### src/rtl/cache_arbiter_pkg.sv
// Shared types for the I/D-cache to physical-memory arbiter.
// Holds the FSM state encoding, the grant identifier and the round-robin pick.
package cache_arbiter_pkg;

    localparam int unsigned LINE_W_DEF = 256;
    localparam int unsigned ADDR_W_DEF = 32;

    typedef enum logic [1:0] {
        ARB_IDLE,
        ARB_SERVE_I,
        ARB_SERVE_D,
        ARB_RELEASE
    } arb_state_t;

    typedef enum logic {
        GRANT_I,
        GRANT_D
    } arb_grant_t;

    // Only meaningful when at least one side is pending; on contention the side not served last wins.
    function automatic arb_grant_t rr_pick(input logic i_pend, input logic d_pend, input arb_grant_t last);
        if (i_pend && d_pend) begin
            return (last == GRANT_I) ? GRANT_D : GRANT_I;
        end else if (d_pend) begin
            return GRANT_D;
        end else begin
            return GRANT_I;
        end
    endfunction

endpackage

### src/rtl/cache_arbiter_if.sv
// Bus bundle between the two caches, the arbiter and the cacheline adaptor.
// slave: the arbiter's view; master: the caches/memory environment view.
interface cache_arbiter_if
    import cache_arbiter_pkg::*;
#(
    parameter int unsigned LINE_W = LINE_W_DEF,
    parameter int unsigned ADDR_W = ADDR_W_DEF
);
    logic              i_read;
    logic [ADDR_W-1:0] i_address;
    logic [LINE_W-1:0] i_rdata;
    logic              i_resp;

    logic              d_read;
    logic              d_write;
    logic [ADDR_W-1:0] d_address;
    logic [LINE_W-1:0] d_wdata;
    logic [LINE_W-1:0] d_rdata;
    logic              d_resp;

    logic              pmem_read;
    logic              pmem_write;
    logic [ADDR_W-1:0] pmem_address;
    logic [LINE_W-1:0] pmem_wdata;
    logic [LINE_W-1:0] pmem_rdata;
    logic              pmem_resp;

    modport slave (
        input  i_read, i_address, d_read, d_write, d_address, d_wdata, pmem_rdata, pmem_resp,
        output i_rdata, i_resp, d_rdata, d_resp, pmem_read, pmem_write, pmem_address, pmem_wdata
    );

    modport master (
        output i_read, i_address, d_read, d_write, d_address, d_wdata, pmem_rdata, pmem_resp,
        input  i_rdata, i_resp, d_rdata, d_resp, pmem_read, pmem_write, pmem_address, pmem_wdata
    );

endinterface

### src/rtl/cache_arbiter.sv
// Shares one physical-memory port between I-cache and D-cache with round-robin on contention.
// The granted request is latched and held on the memory port until pmem_resp.
module cache_arbiter
    import cache_arbiter_pkg::*;
#(
    parameter int unsigned LINE_W = LINE_W_DEF,
    parameter int unsigned ADDR_W = ADDR_W_DEF
) (
    input logic           clk,
    input logic           rst,
    cache_arbiter_if.slave bus
);

    arb_state_t        state_q, state_d;
    arb_grant_t        last_grant_q, pick;
    logic              load;
    logic              write_q;
    logic [ADDR_W-1:0] addr_q;
    logic [LINE_W-1:0] wdata_q;

    logic i_pend, d_pend;

    assign i_pend = bus.i_read;
    assign d_pend = bus.d_read | bus.d_write;
    assign pick   = rr_pick(i_pend, d_pend, last_grant_q);

    always_comb begin
        state_d = state_q;
        load    = 1'b0;
        case (state_q)
            ARB_IDLE: begin
                if (i_pend || d_pend) begin
                    load    = 1'b1;
                    state_d = (pick == GRANT_D) ? ARB_SERVE_D : ARB_SERVE_I;
                end
            end
            ARB_SERVE_I, ARB_SERVE_D: begin
                if (bus.pmem_resp) begin
                    state_d = ARB_RELEASE;
                end
            end
            ARB_RELEASE: state_d = ARB_IDLE;
            default:     state_d = ARB_IDLE;
        endcase
    end

    always_ff @(posedge clk or negedge rst) begin
        if (!rst) begin
            state_q <= ARB_IDLE;
        end else begin
            state_q <= state_d;
        end
    end

    // Request latch: d_read wins over d_write when both are (illegally) asserted.
    always_ff @(posedge clk or negedge rst) begin
        if (!rst) begin
            last_grant_q <= GRANT_I;
            addr_q       <= '0;
            wdata_q      <= '0;
            write_q      <= 1'b0;
        end else if (load) begin
            last_grant_q <= pick;
            if (pick == GRANT_D) begin
                addr_q  <= bus.d_address;
                wdata_q <= bus.d_wdata;
                write_q <= bus.d_write & ~bus.d_read;
            end else begin
                addr_q  <= bus.i_address;
                wdata_q <= '0;
                write_q <= 1'b0;
            end
        end
    end

    // Strobes decode from the registered state, so an async reset drops them immediately.
    assign bus.pmem_read    = (state_q == ARB_SERVE_I) || ((state_q == ARB_SERVE_D) && !write_q);
    assign bus.pmem_write   = (state_q == ARB_SERVE_D) && write_q;
    assign bus.pmem_address = addr_q;
    assign bus.pmem_wdata   = wdata_q;

    assign bus.i_resp  = (state_q == ARB_SERVE_I) && bus.pmem_resp;
    assign bus.d_resp  = (state_q == ARB_SERVE_D) && bus.pmem_resp;
    assign bus.i_rdata = bus.pmem_rdata;
    assign bus.d_rdata = bus.pmem_rdata;

    a_d_rw_exclusive: assert property (@(posedge clk) disable iff (!rst) !(bus.d_read && bus.d_write));
    a_resp_in_serve:  assert property (@(posedge clk) disable iff (!rst)
                                       bus.pmem_resp |-> (state_q == ARB_SERVE_I || state_q == ARB_SERVE_D));
    a_strobe_onehot:  assert property (@(posedge clk) disable iff (!rst) !(bus.pmem_read && bus.pmem_write));
    a_resp_onehot:    assert property (@(posedge clk) disable iff (!rst) !(bus.i_resp && bus.d_resp));

endmodule

### src/flat_wrapper.sv
// flat-port wrapper written by rule: the top's interface ports become plain ports
module cache_arbiter_flat import cache_arbiter_pkg::*;
#(
    parameter int unsigned LINE_W = LINE_W_DEF,
    parameter int unsigned ADDR_W = ADDR_W_DEF
)
  (clk, rst, bus_i_read, bus_i_address, bus_d_read, bus_d_write, bus_d_address, bus_d_wdata, bus_pmem_rdata, bus_pmem_resp, bus_i_rdata, bus_i_resp, bus_d_rdata, bus_d_resp, bus_pmem_read, bus_pmem_write, bus_pmem_address, bus_pmem_wdata);
  cache_arbiter_if #(.LINE_W(LINE_W), .ADDR_W(ADDR_W)) bus_i ();
  input logic clk;
  input logic rst;
  input wire logic [$bits(bus_i.i_read)-1:0] bus_i_read;
  input wire logic [$bits(bus_i.i_address)-1:0] bus_i_address;
  input wire logic [$bits(bus_i.d_read)-1:0] bus_d_read;
  input wire logic [$bits(bus_i.d_write)-1:0] bus_d_write;
  input wire logic [$bits(bus_i.d_address)-1:0] bus_d_address;
  input wire logic [$bits(bus_i.d_wdata)-1:0] bus_d_wdata;
  input wire logic [$bits(bus_i.pmem_rdata)-1:0] bus_pmem_rdata;
  input wire logic [$bits(bus_i.pmem_resp)-1:0] bus_pmem_resp;
  output wire logic [$bits(bus_i.i_rdata)-1:0] bus_i_rdata;
  output wire logic [$bits(bus_i.i_resp)-1:0] bus_i_resp;
  output wire logic [$bits(bus_i.d_rdata)-1:0] bus_d_rdata;
  output wire logic [$bits(bus_i.d_resp)-1:0] bus_d_resp;
  output wire logic [$bits(bus_i.pmem_read)-1:0] bus_pmem_read;
  output wire logic [$bits(bus_i.pmem_write)-1:0] bus_pmem_write;
  output wire logic [$bits(bus_i.pmem_address)-1:0] bus_pmem_address;
  output wire logic [$bits(bus_i.pmem_wdata)-1:0] bus_pmem_wdata;
  assign bus_i.i_read = bus_i_read;
  assign bus_i.i_address = bus_i_address;
  assign bus_i.d_read = bus_d_read;
  assign bus_i.d_write = bus_d_write;
  assign bus_i.d_address = bus_d_address;
  assign bus_i.d_wdata = bus_d_wdata;
  assign bus_i.pmem_rdata = bus_pmem_rdata;
  assign bus_i.pmem_resp = bus_pmem_resp;
  assign bus_i_rdata = bus_i.i_rdata;
  assign bus_i_resp = bus_i.i_resp;
  assign bus_d_rdata = bus_i.d_rdata;
  assign bus_d_resp = bus_i.d_resp;
  assign bus_pmem_read = bus_i.pmem_read;
  assign bus_pmem_write = bus_i.pmem_write;
  assign bus_pmem_address = bus_i.pmem_address;
  assign bus_pmem_wdata = bus_i.pmem_wdata;
  cache_arbiter #(.LINE_W(LINE_W), .ADDR_W(ADDR_W)) u_core (.clk(clk), .rst(rst), .bus(bus_i));
endmodule
### config.mk
export PLATFORM = sky130hd
export DESIGN_NAME = cache_arbiter_flat
export DESIGN_NICKNAME = d
export VERILOG_FILES = /design/src/rtl/cache_arbiter_pkg.sv /design/src/rtl/cache_arbiter_if.sv /design/src/rtl/cache_arbiter.sv /design/src/flat_wrapper.sv
export SDC_FILE = /design/constraint.sdc
export NUM_CORES = 1
export LEC_CHECK = 0
export ABC_AREA = 1
export CAP_MARGIN = 5
export CORE_AREA = 5 5 543 545
export CTS_BUF_LIST = sky130_fd_sc_hd__clkbuf_8 sky130_fd_sc_hd__clkbuf_16
export DETAILED_ROUTE_END_ITERATION = 8
export DIE_AREA = 0 0 548 550
export PLACE_DENSITY_LB_ADDON = 0.3
export SYNTH_ARGS = -nofsm -noshare
export SYNTH_HDL_FRONTEND = slang
export SYNTH_SLANG_ARGS = --single-unit
### constraint.sdc
create_clock -name clk -period 2 [get_ports clk]
set_input_delay 0.4 -clock clk [delete_from_list [all_inputs] [get_ports clk]]
set_output_delay 0.4 -clock clk [all_outputs]
set_load 0.02 [all_outputs]
== Word level (Yosys, flattened, before mapping) ==
Index checks and enable logic that the tools add are counted.

* Logic and storage cells: 36
* ROM bits: 0
* Memories: 0
* Bits in writable memories: 0
* Register bits after elaboration: 292
* Bits in latches: 0

* Reduce and logical (&&, ||, !) cells: 11
* Multipliers: 0
* Div/mod/pow operators: 0
* Order comparisons: 0
* Bitwise gates (word level): 3
* Multiplexer cells: 12
* Shifts and indexed selects: 0
* $add $sub $neg: 0
* Eq/ne operators: 5

{| class="wikitable"
|+ Operators by type and width
! kind !! count
|-
| 2-to-1 mux 256 bit || 1
|-
| 2-to-1 mux 32 bit || 1
|-
| 2-to-1 mux 1 bit || 6
|-
| 2-to-1 mux 2 bit || 3
|-
| one-hot mux 2 bit (3 select lines) || 1
|-
| logical AND 1 bit || 5
|-
| == test 2 bit, second input constant || 2
|-
| == test 2 x 1 -> 1 bit, second input constant || 1
|-
| zero test 2 bit || 1
|-
| logical OR 1 bit || 2
|-
| != test 2 x 1 -> 1 bit, second input constant || 1
|-
| != test 2 bit, second input constant || 1
|-
| AND reduction 2 bit || 1
|-
| OR reduction 2 bit || 1
|-
| AND 1 bit || 1
|-
| zero test 1 bit || 1
|-
| inverter 1 bit || 1
|-
| bitwise OR 1 bit || 1
|}

== Logic depth before layout (Yosys ltp) ==
* Depth after elaboration: 6
* Gate-level depth with buffers: 8
* Gate-level depth less buffers: 7

== Worst setup path before layout ==
Ideal clock, no wire load.

* Path type: register to register
* From: reg u_core.state_q[0]
* To: reg u_core.wdata_q[196], in the netlist u_core.bus.pmem_wdata[196]
* Data required time: 1.870 ns
* Cell stages (with the launch flop): 9
* Setup time: 0.130 ns
* Data arrival time: 1.317 ns
* Slack: 0.552 ns
* Clock period less this slack: 1.448 ns
* Cells stage by stage: dfrtp_1 -> inv_1 -> ha_1 -> o21ai_1 -> buf_4 -> buf_6 -> buf_2 -> nand2_1 -> o21ai_1

* Longest elaborated chain between the ends: 2

{| class="wikitable"
|+ RTL lines
! what !! RTL line !! source
|-
| start, declared || cache_arbiter.sv:14 || <nowiki>arb_state_t state_q, state_d;</nowiki>
|-
| start signal, assigned || cache_arbiter.sv:51 || <nowiki>state_q <= state_d;</nowiki>
|-
| zero test 2 bit || cache_arbiter.sv:30 || <nowiki>case (state_q)</nowiki>
|-
| 2-to-1 mux 1 bit || cache_arbiter.sv:30 ||
|-
| end signal, assigned || cache_arbiter.sv:66 || <nowiki>wdata_q <= bus.d_wdata;</nowiki>
|-
| end, declared || cache_arbiter.sv:19 || <nowiki>logic [LINE_W-1:0] wdata_q;</nowiki>
|}

No other way between the ends.
A chain may end at the register's enable or synchronous reset.

== Worst setup path after layout ==
* From: reg u_core.state_q[0]
* To: out bus_pmem_read

* Longest elaborated chain between the ends: 3

{| class="wikitable"
|+ RTL lines
! what !! RTL line !! source
|-
| == test 2 bit || cache_arbiter.sv:77 || <nowiki>assign bus.pmem_read = (state_q == ARB_SERVE_I) || ((state_q == ARB_SERVE_D) && !write_q);</nowiki>
|-
| logical AND 1 bit || cache_arbiter.sv:77 ||
|-
| logical OR 1 bit (*) || cache_arbiter.sv:77 ||
|-
| end, declared || flat_wrapper.sv:23 || <nowiki>output wire logic [$bits(bus_i.pmem_read)-1:0] bus_pmem_read;</nowiki>
|}

Mark *: on every way between the ends. The rest lies on a longest branch, timed or not.

==> results_dict.tcl <==
set metrics [dict create \
    ys_ff_latch 292 \
    cpMostUsedCell "inv_2" \
    synthXorXnorAreaFrac_pct 0 \
    regToRegSetupSlack_ps 150 \
    relSlewSlack_pct 70.8 \
    clock.fmax_ghz 0.473 \
    period_needed_ps 2110 \
    synth-edff-count 0 \
    violations "negative setup slack" \
    yosys_warnings 0 \
    core_mm2 0.290 \
    drive_above_1_share_pct 13.9 \
    layout_setup_ws_ps -113 \
    crit_path_end_kind "output port" \
    critPathLaunchType "register" \
    min_path_type "in2async" \
    cts_buffers 43 \
    syn_avg_cell_area_um2 8.32 \
    hold_violations 0 \
    finalNonFillerCells 5871 \
    grt_usage_pct 8.91 \
    arrival_ps 1710 \
    cap_viol_max_count 0 \
    place.gp.congestion 0.813 \
    yosysUniqueCellTypes 17 \
    synth-simple-area-share_pct 11.6 \
    synth_area_mm2 0.0156 \
    post_drt_via_cell_ratio 2.18 \
    fin_nets 2614 \
    synth_compound_area_share_pct 8.36 \
    synth_nets 2465 \
    grt_max_degree 60 \
    crit_chain "inv_2 -> ha_4 -> inv_2 -> o21bai_4 -> buf_12" \
    synth.area.mux_share_pct 0 \
    yosysTopAreaCell "dfrtp_1" \
    synthMostInstantiatedCell "buf_4" \
    syn2layout_area_growth_pct 56.1 \
    grt_first_pass_wirelength_um 170000 \
    ant_nets 0 \
    dpl.cell_count 5779 \
    yosys.area_share.adder_pct 0.240 \
    cts_sinks 292 \
    synth_top_family_by_area "buffers and inverters" \
    yosysTopAreaCellShare_pct 46.7 \
    grt_pass1_vias 13600 \
    dr.pass1.iters 5 \
    yosys-top-cells-area "dfrtp_1 (47%), buf_4 (25%), nand2_1 (10%), inv_1 (6.4%), o21ai_0 (6.1%)" \
    placed_area_mm2 0.0231 \
    ir_drop_v 0.000692 \
    critPathKind "reg2out" \
    root_buffer "clkbuf_16" \
    cpPeakStageDelay_ps 410 \
    start_util_pct 5.40 \
    antenna_found_initial 77 \
    worst_clock_skew_ps 41.8 \
    crit_family "flip-flops" \
    synthCells 1880 \
    async_reset_ff_share_pct 100 \
    synthTopCellsByCount "buf_4 (513), nand2_1 (436), dfrtp_1 (292), inv_1 (265), o21ai_0 (190)" \
    status "finished, violations left" \
    ys_seq_area_share_pct 46.7 \
    whs_ps 199 \
    num_rows 198 \
    crit_fanout 3 \
    grt.overflow.total 0 \
    portBuffers 617 \
    rsz0062_at_grt "true" \
    vias 12800 \
    cp_num_buf_inv 3 \
    cts_tree "built" \
    routed_wirelength_um 140000 \
    final.period_utilization_pct 106 \
    drv_slew 0 \
    crit_required_ps 1600 \
    die_w_um 548 \
    die_area_mm2 0.301 \
    cts.clk_slew.worst_paths_ps 60 \
    die_h_um 550 \
    h-tree-depth 2 \
    preCtsSetupSlack_ps -349 \
    powerDensity_mw_per_mm2 1460 \
    worst_pin_slew_ps 438 \
    ys.flop_type "dfrtp_1" \
    dpl.hpwl_um 124000 \
    stdcell_area_mm2 0.0244 \
    p_leak_nw 10.8 \
    finalSetupViolations 4 \
    clock_path_buffers 3 \
    clk_latency_ps 690 \
    tns_ps -319 \
    remaining_drc_errors 0 \
    routedWlPerCell_um 23.9 \
    io_pins 1386 \
    cpMaxStageDelayCell "dfrtp_1" \
    drt-initial-drc-count 792 \
]
power breakdown:
part / internal (mW) / switching [mW]
registers: 8.48 / 1.72
logic: 5.86 / 11.6
clock network: 4.49 / 3.50
cell families after synthesis:
logic type                 Yosys count
DFF                                292
adders and majority gates            3
AOI/OAI and AO/OA                  261
and+or+nand+nor                    472
buffers and inverters              852
per-layer routing:
layer  routed length (µm)  vias up  global-route usage, %  share of wire [%]
li1                     -     5465                      -                  -
met3                37300      446                   10.8                 27
met4                 8100        8                   4.55                5.8
met5                  299        -                  0.594               0.21
met2                57400     1166                   12.9                 41
met1                37100     5719                   6.90                 26
cell usage in the layout, fill, tap and decap left out, types with 11 or more instances in the layout:
cell type	n
nand3_1	33
clkbuf_16	43
clkbuf_8	11
buf_12	26
dlygate4sd2_1	154
o21ai_1	67
clkdlybuf4s50_1	324
clkdlybuf4s15_1	11
nand2_1	434
clkdlybuf4s15_2	28
inv_1	269
buf_4	136
o21ai_0	190
dfrtp_1	292
area by class of cell:
class,count,area (µm²)
fillers,33800,265000
flip-flops and latches,292,7310
repair buffers,688,6650
well taps,3800,4750
multi-input cells,736,3240
clock buffers,54,1230
inverters,268,1010
clock inverters,25,205
diodes,8,20.0
sequential cells by signal (all words and copies together) (netlist names):
register	flops
u_core.bus.pmem_wdata	256
u_core.bus.pmem_address	32
u_core.state_q	2
u_core.last_grant_q	1
u_core.write_q	1
through the flow:
step,power [mW],utilization (%)
floorplan,18.5,-
global placement,29.4,7.96
detailed placement,29.4,7.96
CTS,37.0,8.42
global route,38.6,8.43
finish,35.6,8.43
final timing paths:
| check | from | endpoint | depth (start not counted) |
|---|---|---|---|
| max in group asynchronous | rst | u_core.bus.pmem_wdata[4] | 3 |
| worst max-delay path | u_core.state_q[0] | bus_pmem_read | 5 |
| worst max register to register | u_core.state_q[0] | u_core.bus.pmem_wdata[175] | 9 |
| worst min register to register | u_core.bus.pmem_address[12] | u_core.bus.pmem_address[12] | 2 |
| worst min-delay path | rst | u_core.bus.pmem_wdata[82] | 2 |
| min in group clk | bus_d_wdata[108] | u_core.bus.pmem_wdata[108] | 3 |
timing repair:
item                                   in CTS  in global routing
setup buffers                               3                  2
pin swaps                                   2                  2
hold buffers                                1                  0
resized for setup                         296                  8
endpoints found under the hold margin     185                  0
setup endpoints to repair                 201                130
No activity file was read; power rests on OpenSTA's default activity.
